**src/rtl/out_port_arbiter_pkg.sv**
```systemverilog
// Shared constants, state encoding and a small helper for the output-port allocator.
// PORT-wide one-hot constants are reused by the flit mux and the routing logic.
package out_port_arbiter_pkg;

  localparam int PORT          = 5;
  localparam int VCH_WIDTH_NUM = 2;
  localparam int VCH_NUM       = 4;
  localparam int CREDIT_DEPTH  = 4;

  localparam logic [PORT-1:0] PORT_OH_0 = 5'b00001;
  localparam logic [PORT-1:0] PORT_OH_1 = 5'b00010;
  localparam logic [PORT-1:0] PORT_OH_2 = 5'b00100;
  localparam logic [PORT-1:0] PORT_OH_3 = 5'b01000;
  localparam logic [PORT-1:0] PORT_OH_4 = 5'b10000;

  typedef enum logic [0:0] {
    ST_IDLE   = 1'b0,
    ST_LOCKED = 1'b1
  } arb_state_e;

  // Index of the lowest set bit of a one-hot vector; 0 when empty.
  function automatic int unsigned oh_index(input logic [31:0] oh);
    int unsigned idx;
    idx = 32'd0;
    for (int i = 31; i >= 0; i--) begin
      if (oh[i]) begin
        idx = i;
      end else begin
        idx = idx;
      end
    end
    return idx;
  endfunction

endpackage

```
**src/rtl/out_port_arbiter_rr_arbiter.sv**
```systemverilog
// Combinational round-robin picker: first set request searching upward from ptr,
// wrapping from N-1 to 0. Returns a one-hot grant, zero when nothing requests.
module rr_arbiter #(
  parameter int N  = 5,
  parameter int PW = 3
) (
  input  logic [N-1:0]  req,
  input  logic [PW-1:0] ptr,
  output logic [N-1:0]  gnt
);

  logic found;
  int   idx;

  always_comb begin
    gnt   = '0;
    found = 1'b0;
    idx   = 0;
    for (int k = 0; k < N; k++) begin
      idx = int'(ptr) + k;
      if (idx >= N) begin
        idx = idx - N;
      end else begin
        idx = idx;
      end
      if (!found && (idx < N) && req[idx]) begin
        gnt[idx] = 1'b1;
        found    = 1'b1;
      end else begin
        found = found;
      end
    end
  end

endmodule

```
**src/rtl/out_port_arbiter.sv**
```systemverilog
// Per-output-port switch allocator: round-robin packet-level grant held head to tail,
// flit transfer gated by per-VC downstream credit counters.
module out_port_arbiter
  import out_port_arbiter_pkg::*;
#(
  parameter int NUM_PORT      = 5,
  parameter int VCH_WIDTH_NUM = 2,
  parameter int VCH_NUM       = 4,
  parameter int CREDIT_DEPTH  = 4,
  parameter int CW            = 3
) (
  input  logic                              clk,
  input  logic                              rst_n,
  input  logic [NUM_PORT-1:0]               req,
  input  logic [NUM_PORT*VCH_WIDTH_NUM-1:0] req_vch,
  input  logic [NUM_PORT-1:0]               req_tail,
  input  logic [VCH_NUM-1:0]                credit_in,
  output logic [NUM_PORT-1:0]               sel,
  output logic [NUM_PORT-1:0]               ack,
  output logic [VCH_WIDTH_NUM-1:0]          lock_vch,
  output logic                              credit_err
);

  localparam int PTRW = (NUM_PORT > 1) ? $clog2(NUM_PORT) : 1;

  arb_state_e               state_q, state_d;
  logic [NUM_PORT-1:0]      sel_q, sel_d;
  logic [VCH_WIDTH_NUM-1:0] lock_q, lock_d;
  logic [PTRW-1:0]          ptr_q, ptr_d;
  logic                     err_q, err_d;
  logic [CW-1:0]            credit_q [VCH_NUM];
  logic [CW-1:0]            credit_d [VCH_NUM];

  logic [NUM_PORT-1:0]      elig;
  logic [NUM_PORT-1:0]      grant;
  logic [VCH_WIDTH_NUM-1:0] win_vch;
  logic [VCH_WIDTH_NUM-1:0] vc_i;
  logic                     lock_has_credit;
  int unsigned              owner_idx;
  logic [PTRW-1:0]          ptr_next;

  // An input is eligible only when its requested VC has at least one credit.
  always_comb begin
    elig    = '0;
    win_vch = '0;
    vc_i    = '0;
    for (int i = 0; i < NUM_PORT; i++) begin
      vc_i    = req_vch[i*VCH_WIDTH_NUM +: VCH_WIDTH_NUM];
      elig[i] = req[i] && (credit_q[vc_i] != '0);
      if (grant[i]) begin
        win_vch = win_vch | vc_i;
      end else begin
        win_vch = win_vch;
      end
    end
  end

  rr_arbiter #(
    .N  (NUM_PORT),
    .PW (PTRW)
  ) u_rr_arbiter (
    .req (elig),
    .ptr (ptr_q),
    .gnt (grant)
  );

  assign owner_idx       = oh_index(32'(sel_q));
  assign ptr_next        = (owner_idx + 32'd1 >= NUM_PORT) ? '0 : PTRW'(owner_idx + 32'd1);
  assign lock_has_credit = (credit_q[lock_q] != '0);

  // Grant FSM: arbitrate in IDLE, hold the owner until its tail flit transfers.
  always_comb begin
    state_d = state_q;
    sel_d   = sel_q;
    lock_d  = lock_q;
    ptr_d   = ptr_q;
    ack     = '0;
    case (state_q)
      ST_IDLE: begin
        if (grant != '0) begin
          sel_d   = grant;
          lock_d  = win_vch;
          state_d = ST_LOCKED;
        end else begin
          sel_d   = '0;
        end
      end
      ST_LOCKED: begin
        ack = sel_q & req & {NUM_PORT{lock_has_credit}};
        if ((ack & req_tail) != '0) begin
          sel_d   = '0;
          ptr_d   = ptr_next;
          state_d = ST_IDLE;
        end else begin
          state_d = ST_LOCKED;
        end
      end
      default: begin
        state_d = ST_IDLE;
        sel_d   = '0;
      end
    endcase
  end

  // Credit counters: a simultaneous consume and return leaves the count unchanged.
  always_comb begin
    err_d = err_q;
    for (int v = 0; v < VCH_NUM; v++) begin
      credit_d[v] = credit_q[v];
      if (credit_in[v] && !((ack != '0) && (lock_q == VCH_WIDTH_NUM'(v)))) begin
        if (credit_q[v] == CW'(CREDIT_DEPTH)) begin
          err_d = 1'b1;
        end else begin
          credit_d[v] = credit_q[v] + CW'(1);
        end
      end else if (!credit_in[v] && (ack != '0) && (lock_q == VCH_WIDTH_NUM'(v))) begin
        credit_d[v] = credit_q[v] - CW'(1);
      end else begin
        credit_d[v] = credit_q[v];
      end
    end
  end

  // State and counter registers.
  always_ff @(posedge clk or negedge rst_n) begin
    if (!rst_n) begin
      state_q <= ST_IDLE;
      sel_q   <= '0;
      lock_q  <= '0;
      ptr_q   <= '0;
      err_q   <= 1'b0;
      for (int v = 0; v < VCH_NUM; v++) begin
        credit_q[v] <= CW'(CREDIT_DEPTH);
      end
    end else begin
      state_q <= state_d;
      sel_q   <= sel_d;
      lock_q  <= lock_d;
      ptr_q   <= ptr_d;
      err_q   <= err_d;
      for (int v = 0; v < VCH_NUM; v++) begin
        credit_q[v] <= credit_d[v];
      end
    end
  end

  assign sel        = sel_q;
  assign lock_vch   = lock_q;
  assign credit_err = err_q;

endmodule

```
**config.mk**
```make
export PLATFORM = sky130hd
export DESIGN_NAME = out_port_arbiter
export DESIGN_NICKNAME = d
export VERILOG_FILES = /design/src/rtl/out_port_arbiter_pkg.sv /design/src/rtl/out_port_arbiter_rr_arbiter.sv /design/src/rtl/out_port_arbiter.sv
export SDC_FILE = /design/constraint.sdc
export NUM_CORES = 1
export LEC_CHECK = 0
export CORE_ASPECT_RATIO = 1.75
export CORE_MARGIN = 8
export CORE_UTILIZATION = 35
export DETAILED_ROUTE_END_ITERATION = 10
export PLACE_DENSITY = 0.56
export SYNTH_ARGS = -nofsm -noshare
export SYNTH_HDL_FRONTEND = slang
export SYNTH_SLANG_ARGS = --single-unit
```
**constraint.sdc**
```tcl
create_clock -name clk -period 11.75 [get_ports clk]
set_input_delay 2.9375 -clock clk [delete_from_list [all_inputs] [get_ports clk]]
set_output_delay 2.9375 -clock clk [all_outputs]
set_load 0.02 [all_outputs]
```
Yosys cells after proc, flatten, opt, wreduce, memory -nomap -nowiden
Cells that the tools add are included.
{"block": "op_classes", "eq_ne": 12, "magnitude_cmp": 27, "n_bitwise": 18, "n_mux": 95, "addsub": 18, "n_reduce_logical": 67}
{"op": "32-bit 2-to-1 mux", "count": 9}
{"op": "32-bit by 1-bit >= comparator with 1-bit output (second input constant)", "count": 5}
{"op": "32-bit by 4-bit < comparator with 1-bit output (second input constant)", "count": 5}
{"op": "32-bit by 5-bit < comparator with 1-bit output (second input constant)", "count": 5}
{"op": "32-bit by 4-bit >= comparator with 1-bit output (second input constant)", "count": 4}
{"op": "32-bit by 4-bit subtractor with 32-bit output (second input constant)", "count": 4}
{"op": "3-bit 2-to-1 mux", "count": 26}
{"op": "5-bit 2-to-1 mux", "count": 8}
{"op": "3-bit binary-select mux with 2-bit select", "count": 6}
{"op": "1-bit logical AND", "count": 35}
{"op": "32-bit by 1-bit adder with 32-bit output (second input constant)", "count": 1}
{"op": "32-bit by 3-bit >= comparator with 1-bit output (second input constant)", "count": 1}
{"op": "1-bit 2-to-1 mux", "count": 29}
{"op": "3-bit >= comparator (second input constant)", "count": 7}
{"op": "5-bit bitwise OR", "count": 4}
{"op": "2-bit NOT with 3-bit output", "count": 6}
{"op": "3-bit nonzero test", "count": 6}
{"op": "5-bit AND", "count": 3}
{"op": "1-bit binary-select mux with 3-bit select", "count": 5}
{"op": "1-bit demux with 3-bit select", "count": 5}
{"op": "5-bit nonzero test", "count": 3}
{"op": "3-bit by 1-bit adder with 3-bit output (second input constant)", "count": 4}
{"op": "3-bit == test (second input constant)", "count": 4}
{"op": "1-bit logical NOT", "count": 12}
{"op": "other kinds (17)", "count": 40}
{"block": "word_totals", "reg_bits": 24, "word_cells": 246}

Longest topological paths before layout
{"block": "logic_depth", "ltp_word": 36, "ltp_mapped": 18}

Hierarchy
Synthesis repeated with hierarchy kept, for this count alone.
{"block": "unflattened", "hier_cells": 435, "hier_area_um2": 3537.1}
{"module": "out_port_arbiter", "cells_per_inst": 193, "n_inst": 1, "area_each_um2": 1785.5}
{"module": "rr_arbiter", "cells_per_inst": 242, "n_inst": 1, "area_each_um2": 1751.7}

Least setup slack after synthesis
No wires, ideal clock.
{"block": "synth_timing", "path_kind": "in2out", "from": "in req[3]", "to": "out ack[3]", "arrival_ns": 3.280, "path_stages": 2, "slack_ns": 5.533, "path_buffers": 0, "path_cell_list": "nand2_1 -> nor2_1"}
{"block": "synth_via", "elab_chain_cells": 3}
{"item": "start: declaration", "line_no": "out_port_arbiter.sv:14", "rtl": "input logic [NUM_PORT-1:0] req,"}
{"item": "5-bit AND (2 in series)", "line_no": "out_port_arbiter.sv:89", "rtl": "ack = sel_q & req & {NUM_PORT{lock_has_credit}};"}
{"item": "5-bit 2-to-1 mux", "line_no": "out_port_arbiter.sv:78", "rtl": "case (state_q)"}
{"item": "end: declaration", "line_no": "out_port_arbiter.sv:19", "rtl": "output logic [NUM_PORT-1:0] ack,"}
No other way between the ends.

Worst setup path after layout
{"block": "layout_timing", "from": "in req[0]", "to": "out ack[0]"}
The elaborated chain is that of the path after synthesis.

==> impl_metrics.yaml <==
flow_run:
  drv_cap: 0
timing:
  rsz0062_at_grt: "false"
  worst_slew_pin_slew_ps: 887
  finalWorstSetupSlack_ps: 4460
  period_needed_ps: 7290
  min_period_over_period: 0.620
  timing.hold.ws_ps: 513
  hold_viol: 0
  setup_viol: 0
  slew_headroom: 0.409
  fmax_mhz: 137
  finalSetupTns_ps: 0
  worst_clock_skew_ps: 5.16
  maxSlewViolCount: 0
power_and_ir_drop:
  combPwrFrac: 0.794
  clkPwrFrac: 0.062
  leakage_nw: 1.59
  power.switching_uw: 770
  peakVddDrop_uv: 151
  power_frac_seq: 0.144
  powerDensity_nw_per_um2: 336
  power_mw: 1.38
  sw_frac_of_total: 0.556
  internal_power_uw: 614
worst_setup_path:
  cp-start-kind: "input port"
  slowest_stage: "clkdlybuf4s50_1"
  crit_start: "req[0]"
  r2r_slack_ps: 6560
  cp.arrival_ps: 4350
  cp-end-kind: "output port"
  crit_chain: "clkdlybuf4s50_1, nand2_1, nor2_1, clkdlybuf4s50_1"
  worstPathRequired_ps: 8810
  worstPathMaxFanout: 5
  critical_path_class: "in -> out"
  cp_common_cell: "clkdlybuf4s50_1"
  timing.rr.start: "ptr_q[1]"
  r2r_end: "lock_vch[1]"
  critical-path-max-stage-delay_ps: 620
  reg2regPathDepth: 13
clock_tree:
  cts.htree.levels: 1
  clkSlewWorstSetupHoldPaths_ps: 70
  cts.path.max_buffers: 2
  cts_buffers: 3
  clk-insertion-delay-late_ps: 270
  cts_hold_buf: 0
  clock_sinks: 24
  tritoncts: "done"
  root_buffer: "clkbuf_16"
  cts-resized-gates: 0
  postCtsSetupBuffers: 0
layout:
  area.growth.synth_to_final_pct: 16.5
  post-route-util: 0.418
  nets: 547
  antennaDiodeCount: 0
  register_area_um2: 606
  n_fill_cell: 1031
  multi_input_area_um2: 2750
  layout-drive-gt1-share: 0.0857
yosys:
  synth_top_family_by_area: "compound AO/OA/AOI/OAI gates"
  synth_mux_area_frac: 0.0344
  synth_adder_area_share: 0.117
  synth-edff-count: 0
  yosysMostFrequentCell: "nand2_1"
  netlist_top_cells_count: "nand2_1 (54), nor2_1 (45), a21oi_1 (32)"
  synth-simple-area-share: 0.286
  synthXorXnorAreaFrac: 0.0347
  synth_fp_nets: 514
  yosysTopAreaCellShare: 0.142
  yosysWarnings: 0
  synth_seq_cells: 24
  ys_seq_area_frac: 0.171
  synth_area_um2: 3530
  avgSynthCellArea_um2: 7.71
  synth_cells: 458
  async_reset_ff_frac: 1.00
  synthTopCellsByArea: "dfrtp_1 (14%), ha_1 (8.9%), nand2_1 (5.7%)"
  yosysUniqueCellTypes: 78
  ys.flop_type: "dfrtp_1"
  yosysTopAreaCell: "dfrtp_1"
  synth-compound-area-share: 0.306
outcome:
  status: "finished clean"
grt:
  grt_pass1_wl_um: 19100
  grt.total_usage: 0.171
  grt_pass1_vias: 3700
  grt_max_degree: 32
  antenna_found_initial: 0
  grt_overflow: 0
place:
  preCtsSetupSlack_ps: 4460
  place_congestion: 0.915
  io_buffers: 38
  hpwl_um: 9310
routing:
  drc_errors: 0
  first_pass_iters: 4
  totalWireLength_um: 11500
  wl_per_cell_um: 18.7
  first_iter_violations: 231
  viasPerCell: 5.98
  antenna_left: 0
  vias: 3677
worst_hold_path:
  holdCritStartpoint: "credit_err"
  hold_path_end: "credit_err"
  holdCritPathClass: "reg -> reg"
  holdPathStages: 1
floorplanning:
  die_w_um: 91.9
  core_um2: 9850
  start_util: 0.359
  dieHeight_um: 149
  std_cell_rows: 48
  ioPinCount: 39
  dieArea_um2: 13700
[worst max-delay path by stage]
stage / slack [ps] / cells past startpoint / to
global route: 4390 / 4 / ack[1]
finish: 4460 / 4 / ack[0]
floorplan: 5530 / 2 / ack[3]
global placement: 4490 / 4 / ack[0]
CTS: 4460 / 4 / ack[0]
detailed placement: 4460 / 4 / ack[0]
[metal layers]
metal  vias up  GRT usage  share of wire
li1       1800          -              -
met1      1752      0.187           0.39
met2        98      0.309           0.53
met3        27     0.0207          0.042
met4         0     0.0957          0.039
met5         -          0              0
[layout by cell type (no fill, tap or decap), types with 18 or more instances in the layout]
cell and instances:
inv_1 22, o21ai_0 18, nor2_1 45, nand3_1 21, dfrtp_1 20, a21oi_1 32, clkdlybuf4s50_1 38, nand2_1 54
ha_1 25
[metrics by stage]
step / instance area, um2 / instances
floorplan: 3530 / 458
CTS: 4120 / 615
detailed placement: 4030 / 611
global route: 4120 / 615
finish: 4120 / 615
global placement: 4030 / 611
[sequential cells by signal (all words and copies together), names as in the netlist]
signal,count
credit_err,1
lock_vch,2
ptr_q,3
credit_q,12
sel,5
state_q,1
[layout make-up]
cell class	count	area share
multi-input cells	393	0.667
clock buffers	4	0.0216
inverters	26	0.0243
flip-flops and latches	24	0.147
repair buffers	43	0.102
well taps	125	0.0380
[logic make-up (layout without fill, tap and decap cells)]
family	count (synthesis)	count (layout)
simple gates	197	197
compound gates	141	141
buf+inv	41	73
fa+ha+maj	30	30
flops	24	24
xor+xnor	14	14
mux	11	11
[power groups by stage]
| stage | sequential (mW) | combinational (mW) | clock, mW |
|---|---|---|---|
| 6_report | 0.199 | 1.10 | 0.0853 |
| 5_1_grt | 0.208 | 1.22 | 0.0877 |
| 4_1_cts | 0.199 | 1.10 | 0.0857 |
| 3_5_place_dp | 0.200 | 1.09 | 0 |
| 3_3_place_gp | 0.199 | 1.08 | 0 |
| 2_1_floorplan | 0.195 | 0.828 | 0 |
[critical path: cells and delay by family]
| kind | cells | cell delay [ps] |
|---|---|---|
| buffers and inverters | 2 | 1220 |
| and+or+nand+nor | 2 | 190 |
Power figures use the tool's default switching activity.
